`src/rtl/snake_game_ctrl.sv`:
```
// Snake game logic for a 4x4 playfield: head/apple/score registers, move tick, LFSR apple placement.
// Optional `WRAP_AROUND_EN: the head wraps at the edges and OVER is never reached.
module snake_game_ctrl #(
    parameter int unsigned TICK_CYCLES = 50_000_000,
    parameter int unsigned WIN_SCORE   = 10,
    parameter logic [3:0]  LFSR_SEED   = 4'b1001
) (
    input  logic       clock,
    input  logic       restart,
    input  logic       start,
    input  logic       btn_up,
    input  logic       btn_down,
    input  logic       btn_left,
    input  logic       btn_right,
    output logic [3:0] position,
    output logic [3:0] apple,
    output logic [3:0] score,
    output logic       playing,
    output logic       game_over,
    output logic       win
);

    localparam int unsigned CNT_W = (TICK_CYCLES > 2) ? $clog2(TICK_CYCLES) : 1;
    localparam logic [CNT_W-1:0] TICK_LAST = CNT_W'(TICK_CYCLES - 1);
    localparam logic [3:0] WIN_SCORE_L = 4'(WIN_SCORE);

    typedef enum logic [1:0] {
        ST_IDLE = 2'd0,
        ST_PLAY = 2'd1,
        ST_OVER = 2'd2,
        ST_WIN  = 2'd3
    } state_t;

    typedef enum logic [1:0] {
        DIR_UP    = 2'd0,
        DIR_DOWN  = 2'd1,
        DIR_LEFT  = 2'd2,
        DIR_RIGHT = 2'd3
    } dir_t;

    state_t           state_q, state_d;
    dir_t             dir_q, dir_d;
    logic [3:0]       position_q, position_d;
    logic [3:0]       apple_q, apple_d;
    logic [3:0]       score_q, score_d;
    logic [3:0]       lfsr_q, lfsr_d;
    logic [CNT_W-1:0] tick_q, tick_d;

    dir_t       eff_dir;
    logic [1:0] head_row, head_col;
    logic [1:0] nxt_row, nxt_col;
    logic [3:0] next_pos;
    logic [3:0] lfsr_nxt;
    logic [3:0] score_inc;
    logic [3:0] apple_cand;
    logic       wall_hit;
    logic       move_edge;

    // A fresh press wins over the held direction; priority up > down > left > right.
    always_comb begin
        eff_dir = dir_q;
        if (btn_up)
            eff_dir = DIR_UP;
        else if (btn_down)
            eff_dir = DIR_DOWN;
        else if (btn_left)
            eff_dir = DIR_LEFT;
        else if (btn_right)
            eff_dir = DIR_RIGHT;
    end

    assign head_row = position_q[3:2];
    assign head_col = position_q[1:0];

    // Two-bit row/col arithmetic wraps naturally, which is exactly the wrap-around behaviour.
    always_comb begin
        nxt_row = head_row;
        nxt_col = head_col;
        case (eff_dir)
            DIR_UP:    nxt_row = head_row - 2'd1;
            DIR_DOWN:  nxt_row = head_row + 2'd1;
            DIR_LEFT:  nxt_col = head_col - 2'd1;
            default:   nxt_col = head_col + 2'd1;
        endcase
    end

    assign next_pos = {nxt_row, nxt_col};

`ifdef WRAP_AROUND_EN
    assign wall_hit = 1'b0;
`else
    always_comb begin
        wall_hit = 1'b0;
        case (eff_dir)
            DIR_UP:    wall_hit = (head_row == 2'd0);
            DIR_DOWN:  wall_hit = (head_row == 2'd3);
            DIR_LEFT:  wall_hit = (head_col == 2'd0);
            default:   wall_hit = (head_col == 2'd3);
        endcase
    end
`endif

    assign lfsr_nxt   = {lfsr_q[2:0], lfsr_q[3] ^ lfsr_q[2]};
    assign score_inc  = score_q + 4'd1;
    // Never drop the new apple under the head.
    assign apple_cand = (lfsr_nxt == next_pos) ? (lfsr_nxt + 4'd1) : lfsr_nxt;
    assign move_edge  = (tick_q == TICK_LAST);

    always_comb begin
        state_d    = state_q;
        dir_d      = dir_q;
        position_d = position_q;
        apple_d    = apple_q;
        score_d    = score_q;
        lfsr_d     = lfsr_q;
        tick_d     = tick_q;

        case (state_q)
            ST_IDLE: begin
                tick_d = '0;
                if (start)
                    state_d = ST_PLAY;
            end
            ST_PLAY: begin
                dir_d = eff_dir;
                if (move_edge) begin
                    tick_d = '0;
                    lfsr_d = lfsr_nxt;
                    if (wall_hit) begin
                        state_d = ST_OVER;
                    end else begin
                        position_d = next_pos;
                        if (next_pos == apple_q) begin
                            score_d = score_inc;
                            apple_d = apple_cand;
                            if (score_inc == WIN_SCORE_L)
                                state_d = ST_WIN;
                        end
                    end
                end else begin
                    tick_d = tick_q + CNT_W'(1);
                end
            end
            default: begin
                // OVER and WIN freeze everything until restart.
            end
        endcase
    end

    always_ff @(posedge clock) begin
        if (restart) begin
            state_q    <= ST_IDLE;
            dir_q      <= DIR_RIGHT;
            position_q <= 4'b0101;
            apple_q    <= 4'b1010;
            score_q    <= 4'd0;
            lfsr_q     <= LFSR_SEED;
            tick_q     <= '0;
        end else begin
            state_q    <= state_d;
            dir_q      <= dir_d;
            position_q <= position_d;
            apple_q    <= apple_d;
            score_q    <= score_d;
            lfsr_q     <= lfsr_d;
            tick_q     <= tick_d;
        end
    end

    assign position  = position_q;
    assign apple     = apple_q;
    assign score     = score_q;
    assign playing   = (state_q == ST_PLAY);
    assign game_over = (state_q == ST_OVER);
    assign win       = (state_q == ST_WIN);

endmodule

```
`config.mk`:
```
export PLATFORM = sky130hd
export DESIGN_NAME = snake_game_ctrl
export DESIGN_NICKNAME = d
export VERILOG_FILES = /design/src/rtl/snake_game_ctrl.sv
export SDC_FILE = /design/constraint.sdc
export NUM_CORES = 1
export LEC_CHECK = 0
export ABC_CLOCK_PERIOD_IN_PS = 5400
export CORE_MARGIN = 4
export CORE_UTILIZATION = 61
export CTS_CLUSTER_DIAMETER = 200
export DETAILED_ROUTE_END_ITERATION = 8
export PLACE_DENSITY = 0.79
export SKIP_LAST_GASP = 1
export SYNTH_ARGS = -nofsm -noshare
export SYNTH_HDL_FRONTEND = slang
export SYNTH_SLANG_ARGS = --single-unit
```
`constraint.sdc`:
```
create_clock -name clock -period 5.4 [get_ports clock]
set_input_delay 0.81 -clock clock [delete_from_list [all_inputs] [get_ports clock]]
set_output_delay 0.81 -clock clock [all_outputs]
set_load 0.02 [all_outputs]
```
Yosys cells after proc, flatten, opt, wreduce, memory -nomap -nowiden
Index checks and enable logic that the tools add are counted.
- logic and storage cells: 57
- bits of input ports: 7
- bits in registers: 46
- output and inout bits: 15
- multiplexer cells: 16
- bitwise logic cells: 2
- $add $sub $neg: 7
- reduce and logical (&&, ||, !) cells: 10
- eq/ne operators: 15
- operators with widths (operator ; count):
    case mux 26 bit (2 select lines) ; 1
    adder 26 x 1 -> 26 bit (second input constant) ; 1
    equality test 26 bit (second input constant) ; 1
    two-way mux 26 bit ; 1
    two-way mux 2 bit ; 9
    case mux 2 bit (2 select lines) ; 3
    equality test 2 bit (second input constant) ; 5
    adder 4 x 1 -> 4 bit (second input constant) ; 2
    equality test 4 bit ; 2
    zero test 2 bit ; 4
    inequality test 3 x 1 -> 1 bit (second input constant) ; 2
    AND reduction 5 bit ; 1
    adder 2 x 1 -> 2 bit (second input constant) ; 2
    equality test 2 x 1 -> 1 bit (second input constant) ; 2
    equality test 4 bit (second input constant) ; 1
    two-way mux 4 bit ; 1
    AND reduction 4 bit ; 1
    subtractor 2 x 1 -> 2 bit (second input constant) ; 2
    case mux 1 bit (3 select lines) ; 1
    AND reduction 3 bit ; 1
    inequality test 2 x 1 -> 1 bit (second input constant) ; 1
    inequality test 2 bit (second input constant) ; 1
    AND reduction 2 bit ; 1
    nonzero test 2 bit ; 1
    3 further kinds ; 3

Longest topological paths before layout
- word-level depth: 12
- mapped depth: 9
- gate-level depth less buffers: 8

Worst setup path before layout
No wires, ideal clock.
- kind: in2reg
- start point: input btn_up
- end point: register score_q[3] (netlist: score[3])
- arrival time: 2575 ps
- setup time: 126 ps
- data required time: 5274 ps
- stages on the path: 8
- setup slack: 2699 ps
- path through: or2_0 clkbuf_2 or4_1 o211a_1 nor4_4 nand3_1 xnor2_1 nor2b_1
- word-level cells in the longest chain between the ends: 6
- elaborated cells between the ends (all ways): 11
- ends and longest elaborated chain (what ; line ; RTL):
    start: declaration ; 11 ; input logic btn_up,
    two-way mux 2 bit (*) ; 62 ; if (btn_up)
    equality test 2 x 1 -> 1 bit or zero test 2 bit (tied branches) ; 79, 94 ;
    OR reduction 2 bit (no line) ; - ;
    case mux 2 bit (2 select lines) ; 79 ; case (eff_dir)
    equality test 4 bit ; 133 ; if (next_pos == apple_q) begin
    AND reduction 4 bit (no line) (*) ; - ;
    end signal: assignment ; 164 ; score_q <= score_d;
    end: declaration ; 45 ; logic [3:0] score_q, score_d;
Every way passes the cells marked *; elsewhere a longest branch is shown, timed or not.
A chain may end at the register's enable or synchronous reset.

Worst setup path after layout
- start point: register state_q[1]
- end point: output playing
- word-level cells in the longest chain between the ends: 1
- ends and longest elaborated chain (what ; line ; RTL):
    start: declaration ; 41 ; state_t state_q, state_d;
    start signal: assignment ; 160 ; state_q <= state_d;
    equality test 2 x 1 -> 1 bit ; 173 ; assign playing = (state_q == ST_PLAY);
    end: declaration ; 18 ; output logic playing,
No other way between the ends.

==> metrics.csv <==
stage,metric,value,unit
outcome,outcome,completed,
sta,"Setup violations, final",0,
floorplan,Initial Util,64.1,%
sta,Slew @ Worst Pin,937,ps
synthesis,simple-gate share of the synthesized area,28.1,%
flow_run,Max Cap Violations,0,
floorplan,die footprint,5830,um^2
synthesis,Post-synth EDFFs,0,
synthesis,Yosys cell types,60,
worst_setup_path,reg2reg start,state_q[1],
place,Inst Count DP,405,
clocking,"Reg clk slew, reported paths",90,ps
worst_setup_path,crit start category,flip-flop,
place,Port Buffers,21,
synthesis,Synth Warn #,0,
floorplan,I/O pin count,22,
sta,Fmax,0.313,GHz
sta,Worst Skew,5.90,ps
floorplan,die width,76.3,um
cells_and_area,Layout Nets,371,
clocking,clk buf depth,2,
grt,first-pass GRT wire length,11.3,mm
place,Post-DP HPWL,4.54,mm
grt,GRT Residual Overflow,0,
routing,DRT antenna net count,0,
synthesis,mux contribution to synthesized area,0.351,%
sta,Final Hold Vio Count,0,
sta,crit share post-route,59.2,%
cells_and_area,Final Util,71.2,%
synthesis,Main synth FF type,dfxtp_1,
power_and_ir_drop,P_leak,0.00113,uW
worst_setup_path,WP data required,4590,ps
sta,Hold Slack,501,ps
synthesis,combinational family with the most area after synthesis,simple AND/OR/NAND/NOR gates,
power_and_ir_drop,Peak VDD IR,0.260,mV
routing,starting DRC count in detailed routing,170,
synthesis,syn avg cell area,8.09,um^2
grt,vias in the first global route,2485,
clocking,setup bufs post-CTS,0,
cells_and_area,final std cells w/o fill,413,
worst_setup_path,critical path type,flip-flop to output pin,
routing,vias,2660,
grt,Total Routing Usage GR,23.1,%
synthesis,Synth Register Bits,46,
worst_hold_path,Worst Min Path Start,tick_q[25],
routing,vias per cell,6.44,
synthesis,Synth Area in Compound Gates,24.9,%
cells_and_area,antenna cells,0,
grt,largest net degree at the start of global routing,51,
clocking,H-tree Lvls,2,
cells_and_area,most frequent cells in the layout,"46 x dfxtp_1, 35 x nor2_1, 31 x nand2_1, 29 x a21oi_1, 21 x clkdlybuf4s50_1",
clocking,Root Driver,clkbuf_8,
clocking,clk_lat worst skew,300,ps
floorplan,CORE AREA,4440,um^2
grt,initial antenna violation count,0,
worst_setup_path,Worst R2R Setup Slack,2730,ps
worst_setup_path,CP endpoint kind,output pin,
worst_setup_path,worst path cell trace,inv_2 -> nand2_1 -> inv_1 -> clkdlybuf4s50_1,
worst_setup_path,max incr delay on CP,680,ps
sta,Slew headroom,36.7,%
sta,RSZ-0062 raised after global routing,false,
cells_and_area,layout cells sized above 1,6.93,%
worst_setup_path,slowest cell on the critical path,dfxtp_1,
synthesis,Mapped Nets,363,
cells_and_area,"commonest non-fill, non-tap cell in the layout",dfxtp_1,
worst_setup_path,CP Max Fanout,19,
routing,Routed WL per cell,15.8,um
sta,Final Slew Violations,0,
routing,DRC,0,
sta,fin crit period,3200,ps
synthesis,post-synthesis sequential area ratio,32.3,%
synthesis,xor and xnor area share after synthesis,8.17,%
synthesis,Synth Instances,352,
place,GP Congestion,0.935,
cells_and_area,Layout area overhead,11.1,%
floorplan,Rows,24,
clocking,TritonCTS buffer count,5,
clocking,CTS tree,done,
worst_hold_path,worst min path class,flip-flop to flip-flop,
worst_setup_path,crit path launch,state_q[1],
clocking,PostCTS Resize Cnt,0,
floorplan,Chip Height,76.3,um
power_and_ir_drop,PD cells,209,nW/um^2
clocking,hold buffer count at cts,0,
sta,setup tns final,0,ps
routing,Routed WL,6.52,mm
worst_setup_path,CP arrival,2390,ps
routing,Initial DRT Pass Iterations,5,
synthesis,"Async S/R FF share, synth",0,%
synthesis,adder-cell share of the synthesized area,1.76,%
synthesis,Post-Synthesis Cell Area,2850,um^2
clocking,TritonCTS Sinks,46,
area by class of cell:
type	instances	area, um^2
multi-input cells	274	1810
fillers	375	1280
flip-flops and latches	46	921
repair buffers	23	225
clock buffers	5	68.8
well taps	52	65.1
clock inverters	3	40.0
inverters	10	37.5
cells by family after synthesis:
logic type / after synthesis
compound gates: 102
fa+ha+maj: 4
mux: 1
buf+inv: 32
simple gates: 147
xor+xnor: 20
flops: 46
state kept, by name, summed over array words and instances (netlist names):
name / count
apple: 4
dir_q: 2
lfsr_q: 4
position: 4
score: 4
state_q: 2
tick_q: 26
metrics by stage:
| step | total power, uW | cell area [um^2] | setup slack (ps) |
|---|---|---|---|
| finish | 661 | 3170 | 2200 |
| global route | 690 | 3170 | 2050 |
| CTS | 669 | 3170 | 2180 |
| detailed placement | 415 | 3060 | 1980 |
| global placement | 414 | 3060 | 2090 |
| floorplan | 397 | 2850 | 2700 |
layer usage:
metal  global-route usage (%)  vias to the layer above  routed length [um]
li1                         -                     1326                   -
met1                     27.9                     1264                2930
met2                     40.4                       63                3210
met3                     4.26                        7                 274
met4                     8.70                        0                 101
met5                        0                        -                   0
path summary, 6_finish.rpt:
| path | to | cells past startpoint |
|---|---|---|
| max | playing | 4 |
| max reg2reg | tick_q[8] | 6 |
| min reg2reg | tick_q[25] | 1 |
| min | tick_q[25] | 1 |
cell usage after synthesis (3+ instances only):
cell        n  area share, %
a211o_1     5            1.5
a211oi_1    5            1.3
a21oi_1    29            5.1
a22oi_1     3           0.79
a311oi_1   12            3.7
a31oi_1     4           0.88
a41oi_1     4            1.2
and2_1      4           0.88
and3_1      8            1.8
buf_2       4           0.70
clkbuf_1   16            2.1
dfxtp_1    46             32
ha_1        4            1.8
inv_1       9            1.2
nand2_1    31            4.1
nand2b_1    4           0.88
nand3_1    17            3.0
nand4_1     5            1.1
nand4b_1    4            1.2
nor2_1     35            4.6
nor2b_1     5            1.1
nor3_1     10            1.8
o2111ai_1   4            1.2
o211a_1     4            1.4
o21ai_0    18            3.2
or2_2       3           0.66
or3_1       5            1.1
xnor2_1    11            3.4
xor2_1      5            1.5
critical path: cells and delay by family (launching register included):
family        cells  cell delay [ps]
flops             1              680
simple gates      1              320
buf+inv           3             1090
power breakdown:
group	internal (uW)	switching, uW
clock	136	118
sequential	341	3.63
combinational	23.1	39.2
total	501	161
Note: power is estimated with default switching activity, not from simulation.
